## config.mk

```make
export PLATFORM = sky130hd
export DESIGN_NAME = instruction_fetch_unit
export DESIGN_NICKNAME = d
export VERILOG_FILES = /design/src/rtl/instruction_fetch_unit.sv
export SDC_FILE = /design/constraint.sdc
export NUM_CORES = 1
export LEC_CHECK = 0
export BUFFER_PORTS_ARGS = -buffer_cell sky130_fd_sc_hd__buf_4
export CAP_MARGIN = 30
export CORE_MARGIN = 2
export CORE_UTILIZATION = 59
export CTS_BUF_LIST = sky130_fd_sc_hd__clkbuf_4 sky130_fd_sc_hd__clkbuf_8 sky130_fd_sc_hd__clkbuf_16
export CTS_CLUSTER_SIZE = 16
export DETAILED_ROUTE_END_ITERATION = 10
export PLACE_DENSITY = 0.95
export SLEW_MARGIN = 0
export SYNTH_ARGS = -nofsm -noshare
export SYNTH_HDL_FRONTEND = slang
export SYNTH_SLANG_ARGS = --single-unit
```

## constraint.sdc

```tcl
create_clock -name clk -period 14.1 [get_ports clk]
set_input_delay 2.82 -clock clk [delete_from_list [all_inputs] [get_ports clk]]
set_output_delay 2.82 -clock clk [all_outputs]
set_load 0.02 [all_outputs]
```

## src/rtl/instruction_fetch_unit.sv

```systemverilog
// instruction_fetch_unit
//   Sequential instruction fetcher feeding a 2-entry {pc, instr} buffer that
//   the decode stage drains with a valid/ready handshake.
//   - fetch_pc_reg drives imem_addr; memory returns imem_instr combinationally.
//   - A fetch is accepted only for word-aligned addresses that lie fully inside
//     the instruction memory. Otherwise a sticky fault freezes fetching until
//     the next redirect. Entries already in the buffer still drain.
//   - A redirect flushes the buffer, clears the fault and reloads fetch_pc.
// Ports
//   clk, reset            : clock, asynchronous active-high reset
//   imem_addr/imem_instr  : instruction memory address / returned word
//   redirect_valid/_pc    : branch/jump redirect request and target
//   out_valid/ready/instr/pc : buffer head handshake to decode
//   fault                 : sticky misaligned / out-of-range fetch indication
module instruction_fetch_unit #(
   parameter logic [63:0] RESET_PC   = 64'h0,
   parameter int          IMEM_BYTES = 1024
) (
   input  logic        clk,
   input  logic        reset,
   output logic [63:0] imem_addr,
   input  logic [31:0] imem_instr,
   input  logic        redirect_valid,
   input  logic [63:0] redirect_pc,
   output logic        out_valid,
   input  logic        out_ready,
   output logic [31:0] out_instr,
   output logic [63:0] out_pc,
   output logic        fault
);

   // Last valid byte address, widened so fetch_pc+3 cannot wrap in the compare.
   localparam logic [64:0] LAST_BYTE = 65'(IMEM_BYTES) - 65'd1;

   logic [63:0] fetch_pc_reg, fetch_pc_next;
   logic [1:0]  count_reg, count_next;
   logic        rd_ptr_reg, rd_ptr_next;
   logic        wr_ptr_reg, wr_ptr_next;
   logic        fault_reg, fault_next;

   logic [63:0] entry_pc    [2];
   logic [31:0] entry_instr [2];

   logic legal;
   logic deq;
   logic enq;

   assign legal = (fetch_pc_reg[1:0] == 2'b00) &&
                  (({1'b0, fetch_pc_reg} + 65'd3) <= LAST_BYTE);

   // A redirect discards anything the handshake would otherwise do this cycle.
   assign deq = out_valid && out_ready && !redirect_valid;
   assign enq = !fault_reg && !redirect_valid && legal &&
                ((count_reg != 2'd2) || deq);

   always_comb begin
      fetch_pc_next = fetch_pc_reg;
      count_next    = count_reg;
      rd_ptr_next   = rd_ptr_reg;
      wr_ptr_next   = wr_ptr_reg;
      fault_next    = fault_reg;
      if (redirect_valid) begin
         fetch_pc_next = redirect_pc;
         count_next    = 2'd0;
         rd_ptr_next   = 1'b0;
         wr_ptr_next   = 1'b0;
         fault_next    = 1'b0;
      end else begin
         if (deq) begin
            rd_ptr_next = ~rd_ptr_reg;
         end
         if (enq) begin
            wr_ptr_next   = ~wr_ptr_reg;
            fetch_pc_next = fetch_pc_reg + 64'd4;
         end
         // Fault latches once; fetch_pc then holds because enq stays low.
         if (!fault_reg && !legal) begin
            fault_next = 1'b1;
         end
         case ({enq, deq})
            2'b10:   count_next = count_reg + 2'd1;
            2'b01:   count_next = count_reg - 2'd1;
            default: count_next = count_reg;
         endcase
      end
   end

   always_ff @(posedge clk or posedge reset) begin
      if (reset) begin
         fetch_pc_reg <= RESET_PC;
         count_reg    <= 2'd0;
         rd_ptr_reg   <= 1'b0;
         wr_ptr_reg   <= 1'b0;
         fault_reg    <= 1'b0;
      end else begin
         fetch_pc_reg <= fetch_pc_next;
         count_reg    <= count_next;
         rd_ptr_reg   <= rd_ptr_next;
         wr_ptr_reg   <= wr_ptr_next;
         fault_reg    <= fault_next;
      end
   end

   // Entry payloads need no reset: they are only visible while count_reg != 0.
   generate
      for (genvar gi = 0; gi < 2; gi++) begin : g_entry
         always_ff @(posedge clk) begin
            if (enq && (wr_ptr_reg == 1'(gi))) begin
               entry_pc[gi]    <= fetch_pc_reg;
               entry_instr[gi] <= imem_instr;
            end
         end
      end
   endgenerate

   assign imem_addr = fetch_pc_reg;
   assign fault     = fault_reg;
   assign out_valid = (count_reg != 2'd0);
   assign out_pc    = out_valid ? entry_pc[rd_ptr_reg]    : 64'd0;
   assign out_instr = out_valid ? entry_instr[rd_ptr_reg] : 32'd0;

endmodule

```

==> results.json, run 1 <==
{
  "status": "complete, no violations",
  "rr_endpoint": "entry_pc[0][36]",
  "synthTopCellsByArea": "edfxtp_1 49%, dfrtp_1 15%, mux2i_1 8.7%, mux2_2 4.4%, nor2_1 3.8%",
  "synth.top_cell.area_share_pct": 48.5,
  "r2r_start": "imem_addr[0]",
  "overflow": 0,
  "portBuffers": 261,
  "p_int_w": 0.00137,
  "largest_reg_flops": 128,
  "r2r_slack_ns": 8.38,
  "synth.most_common_cell": "edfxtp_1",
  "ant_nets": 0,
  "clock-sinks": 261,
  "path_buf_inv": 3,
  "yosysUniqueCellTypes": 65,
  "arrival_ns": 5.89,
  "cpLargestDelayFamily": "simple AND/OR/NAND/NOR gates",
  "area.growth.synth_to_final_pct": 27.2,
  "power.share.sequential_pct": 50.7,
  "finalCriticalPeriod_ns": 5.72,
  "fin_skew_ns": 0.0317,
  "r2r_cells": 13,
  "crit_required_ns": 14.28,
  "startpoint_type": "flip-flop",
  "endpoint": "entry_pc[0][36]",
  "dp_slack_ns": 8.12,
  "crit_type": "reg -> reg",
  "drive_above_1_share_pct": 32.6,
  "grt_pass1_wl_mm": 48.5,
  "io_pins": 262,
  "grt_pass1_vias": 8698,
  "stdcell_area_um2": 15100,
  "async_reset_ff_share_pct": 26.4,
  "cts.repair.resized": 0,
  "cp_slowest_stage_delay_ns": 0.66,
  "root_buffer": "clkbuf_16",
  "dp.cells": 1408,
  "htree_levels": 1,
  "num_vias": 8794,
  "slew_viol_final": 0,
  "grt_max_degree": 89,
  "pwr-share-comb_pct": 8.4,
  "setup_viol": 0,
  "firstDrtPassIters": 6,
  "initial_utilization_pct": 60.7,
  "timing.hold.ws_ns": 0.564,
  "leakage_nw": 5.62,
  "p_sw_share_pct": 22.9,
  "syn_nets": 1021,
  "cap_violations": 0,
  "synth_ff_type": "edfxtp_1",
  "cts_tree": "built",
  "antennaDiodeCount": 0,
  "crit_path_end_kind": "flip-flop",
  "dieArea_um2": 21300,
  "synth_seq_area_share_pct": 63.1,
  "antenna_found_initial": 0,
  "dpl.hpwl_mm": 21.2,
  "synthCells": 918,
  "clkLatencyLatePin_ns": 0.53,
  "setup_ws_ns": 8.38,
  "cpMaxStageDelayCell": "or4_4",
  "avgSynthCellArea_um2": 12.9,
  "grt.total_usage_pct": 28.7,
  "post_cts_buffers": 0,
  "p_per_area_nw_per_um2": 118,
  "die_w_um": 146,
  "place_congestion": 0.985,
  "layout.cells.non_filler": 1458,
  "wl_per_cell_um": 21.4,
  "power_switching_w": 0.000408,
  "ir_drop_mv": 0.114,
  "clkPwrFrac_pct": 40.8,
  "ys_seq_elements": 261,
  "yosysWarningCount": 0,
  "tns_ns": 0,
  "drtIter0Drc": 888,
  "path_cells": "inv_1, ha_1, nand4b_1, nor2_1, nand4_1, nor4_1, a22oi_1, or4_1, or4_4, or2_1, nor2_4, buf_4, buf_16",
  "synth-edff-count": 192,
  "drc": 0,
  "fmax_mhz": 175,
  "path_depth": 13,
  "tightestPinTransition_ns": 0.830,
  "timing.final.crit_share_pct": 40.5,
  "cts_hold_buf": 0,
  "cts_buffer_depth": 3,
  "num-nets-final": 1276,
  "min_path_type": "reg -> reg",
  "path_max_fanout": 51,
  "synth_commonest_cells": "192 x edfxtp_1, 119 x nor2_1, 103 x mux2i_1, 69 x dfrtp_1",
  "rsz0062_at_grt": "no",
  "clk_pin_slew_ns": 0.06,
  "die_h_um": 146,
  "yosys.area.top_type": "edfxtp_1",
  "critical_path.startpoint": "imem_addr[0]",
  "cts_buffers": 26,
  "top_register": "entry_pc",
  "wl_mm": 31.1,
  "via_per_inst": 6.03,
  "row_count": 51,
  "finalHoldViolCount": 0,
  "syn_area_um2": 11900,
  "place_area_um2": 14100,
  "slew_headroom_pct": 44.7,
  "core_area_um2": 19600
}
==> per-layer routing <==
layer / vias to the layer above / track usage [%] / part of all wire [%]
li1: 3969 / - / -
met2: 509 / 48.3 / 49
met4: 0 / 8.14 / 2.8
met5: - / 0 / 0
met1: 4232 / 38.9 / 39
met3: 84 / 4.89 / 8.5
==> cells in the final DEF (no fill, tap or decap), types with 8 or more instances in the layout <==
cell       instances
clkbuf_16         27
nand2_1           46
xnor2_1           21
inv_1             17
nor4_1            24
o21ai_1            9
edfxtp_1         192
and2_1             9
and4_1             9
dfrtp_1           68
nand3_1           32
buf_4            267
nor3_1            17
clkbuf_4           8
mux2_2            46
mux2i_1          103
o21ai_0           15
xor2_1             9
nand4_1           30
and3_1            15
nor2_1           116
==> cells by family after synthesis <==
logic type / Yosys count / share of synthesized area (%)
fa+ha+maj: 3 / 0.316
simple gates: 347 / 15.5
mux: 149 / 13.0
flops: 261 / 63.1
xor+xnor: 30 / 2.21
compound gates: 65 / 3.65
buf+inv: 63 / 2.22
==> final cells by class <==
cell class / count / area, µm²
Clock inverter: 11 / 160
Tap cell: 265 / 332
Clock buffer: 37 / 763
Fill cell: 1141 / 4480
Sequential cell: 261 / 7500
Timing Repair Buffer: 272 / 2140
Multi-Input combinational cell: 594 / 4150
Inverter: 18 / 68.8
==> power by group through the flow <==
| stage | clock (W) | sequential [W] | combinational (W) |
|---|---|---|---|
| floorplan | 0 | 0.000915 | 0.0000619 |
| global placement | 0 | 0.000914 | 0.000143 |
| detailed placement | 0 | 0.000916 | 0.000147 |
| CTS | 0.000735 | 0.000901 | 0.000149 |
| global route | 0.000770 | 0.000906 | 0.000160 |
| finish | 0.000727 | 0.000903 | 0.000150 |
==> worst min-delay path by stage <==
stage / startpoint / depth (start not counted) / end
CTS: imem_addr[60] / 0 / entry_pc[0][60]
global placement: imem_addr[53] / 0 / entry_pc[0][53]
detailed placement: imem_addr[1] / 0 / entry_pc[1][1]
finish: imem_addr[60] / 0 / entry_pc[0][60]
floorplan: wr_ptr_reg / 2 / wr_ptr_reg
global route: imem_addr[60] / 0 / entry_pc[0][60]
==> stage by stage <==
stage / total power, W / utilization (%)
finish: 0.00178 / 77.1
global placement: 0.00106 / 71.7
detailed placement: 0.00106 / 72.1
global route: 0.00184 / 77.1
CTS: 0.00178 / 76.9
floorplan: 0.000977 / -
==> worst register-to-register path: stages (launching register included) <==
cell	delay, ns
dfrtp_1	0.46
inv_1	0.13
ha_1	0.31
nand4b_1	0.26
nor2_1	0.50
nand4_1	0.28
nor4_1	0.31
a22oi_1	0.15
or4_1	0.53
or4_4	0.66
or2_1	0.45
nor2_4	0.46
buf_4	0.51
buf_16	0.30
No activity file was read; power rests on OpenSTA's default activity.
==> inputs of run 2 (changes only) <==
--- a/config.mk
+++ b/config.mk
@@ -8,11 +8,11 @@
 export BUFFER_PORTS_ARGS = -buffer_cell sky130_fd_sc_hd__buf_4
 export CAP_MARGIN = 30
 export CORE_MARGIN = 2
-export CORE_UTILIZATION = 59
+export CORE_UTILIZATION = 55
 export CTS_BUF_LIST = sky130_fd_sc_hd__clkbuf_4 sky130_fd_sc_hd__clkbuf_8 sky130_fd_sc_hd__clkbuf_16
 export CTS_CLUSTER_SIZE = 16
 export DETAILED_ROUTE_END_ITERATION = 10
-export PLACE_DENSITY = 0.95
+export PLACE_DENSITY = 0.91
 export SLEW_MARGIN = 0
 export SYNTH_ARGS = -nofsm -noshare
 export SYNTH_HDL_FRONTEND = slang
==> constraint.sdc (replaced) <==
create_clock -name clk -period 5.3 [get_ports clk]
set_input_delay 1.06 -clock clk [delete_from_list [all_inputs] [get_ports clk]]
set_output_delay 1.06 -clock clk [all_outputs]
set_load 0.02 [all_outputs]
==> results.json, run 2 (synthesis results as in run 1) <==
{
  "status": "complete, no violations",
  "rr_endpoint": "entry_pc[1][44]",
  "dp_slack_ns": 0.408,
  "drive_above_1_share_pct": 32.9,
  "crit_path_end_kind": "flip-flop",
  "leakage_nw": 5.65,
  "min_path_type": "in -> async",
  "top_register": "entry_pc",
  "portBuffers": 261,
  "drtIter0Drc": 706,
  "cts_buffer_depth": 3,
  "dieArea_um2": 22800,
  "antenna_found_initial": 0,
  "overflow": 0,
  "area.growth.synth_to_final_pct": 27.7,
  "largest_reg_flops": 128,
  "cap_violations": 0,
  "tns_ns": 0,
  "root_buffer": "clkbuf_16",
  "slew_viol_final": 0,
  "num_vias": 8627,
  "setup_viol": 0,
  "crit_required_ns": 5.45,
  "rsz0062_at_grt": "no",
  "initial_utilization_pct": 56.3,
  "grt_pass1_vias": 8574,
  "grt_max_degree": 97,
  "ir_drop_mv": 0.258,
  "finalHoldViolCount": 0,
  "path_max_fanout": 96,
  "final_common_cell": "buf_4",
  "r2r_start": "imem_addr[0]",
  "r2r_cells": 12,
  "ant_nets": 0,
  "grt.total_usage_pct": 27.1,
  "crit_type": "reg -> reg",
  "clock-sinks": 261,
  "startpoint_type": "flip-flop",
  "setup_ws_ns": 0.420,
  "grt_pass1_wl_mm": 47.4,
  "final_cell_mix": "268 x buf_4, 192 x edfxtp_1, 115 x nor2_1",
  "firstDrtPassIters": 5,
  "p_per_area_nw_per_um2": 312,
  "via_per_inst": 5.86,
  "final_util_pct": 72.0,
  "dpl.hpwl_mm": 22.0,
  "io_pins": 262,
  "die_h_um": 151,
  "wl_mm": 31.6,
  "timing.final.crit_share_pct": 92.1,
  "die_w_um": 151,
  "htree_levels": 1,
  "finalCriticalPeriod_ns": 4.88,
  "clk_pin_slew_ns": 0.06,
  "tightestPinTransition_ns": 0.728,
  "r2r_slack_ns": 0.42,
  "drc": 0,
  "wl_per_cell_um": 21.5,
  "cts_buffers": 26,
  "critical_path.startpoint": "imem_addr[0]",
  "arrival_ns": 5.03,
  "place_congestion": 1.02,
  "clkLatencyLatePin_ns": 0.53,
  "fin_skew_ns": 0.0189,
  "cts_tree": "built",
  "antennaDiodeCount": 0,
  "num-nets-final": 1280,
  "row_count": 53,
  "fmax_mhz": 205,
  "core_area_um2": 21100,
  "slew_headroom_pct": 51.0
}
[run 2: metal layers]
layer	up-vias	GRT usage, %	routed length (µm)
met5	-	0	0
met4	0	7.15	835
met3	61	5.09	2510
met2	422	45.4	15400
met1	4175	36.7	12900
li1	3969	-	-
[run 2: cell type report]
type / instances / area (µm²)
well taps: 275 / 344
multi-input cells: 594 / 4150
repair buffers: 276 / 2200
flip-flops and latches: 261 / 7500
clock buffers: 40 / 779
clock inverters: 7 / 136
inverters: 18 / 68.8
fillers: 1427 / 5910
[run 2: worst max-delay path, stage by stage (launching register included)]
cell and delay [ns]:
dfrtp_1 0.48, inv_1 0.12, ha_1 0.28, nand4b_1 0.27, nor2_2 0.36, nand4_1 0.25
nor4_1 0.34, a22oi_1 0.15, or4_1 0.50, or4_4 0.64, or2_1 0.42, nor2_4 0.17
buf_12 0.44
[run 2: worst max-delay path by stage]
stage,to
detailed placement,entry_pc[1][40]
global placement,entry_pc[1][44]
CTS,entry_pc[1][44]
floorplan,entry_instr[0][0]
finish,entry_pc[1][44]
global route,entry_pc[1][45]
[run 2: per-stage QoR]
stage | instances | cell area (µm²) | hold slack [ns] | power, W
2_1_floorplan | 918 | 11900 | 0.583 | 0.00260
3_3_place_gp | 1420 | 14100 | 0.534 | 0.00282
3_5_place_dp | 1422 | 14200 | 0.551 | 0.00283
4_1_cts | 1469 | 15100 | 0.565 | 0.00475
5_1_grt | 1471 | 15200 | 0.452 | 0.00487
6_report | 1471 | 15200 | 0.465 | 0.00474
[run 2: report_power, final]
part / switching, W / internal (W)
Clock: 0.000732 / 0.00121
Combinational: 0.000214 / 0.000196
Sequential: 0.000136 / 0.00226
Total: 0.00108 / 0.00366
[run 2: repair_timing]
item                       CTS  global route
setup endpoints to repair    0             3
setup buffers                0             0
hold buffers                 0             0
resized for setup            0             1
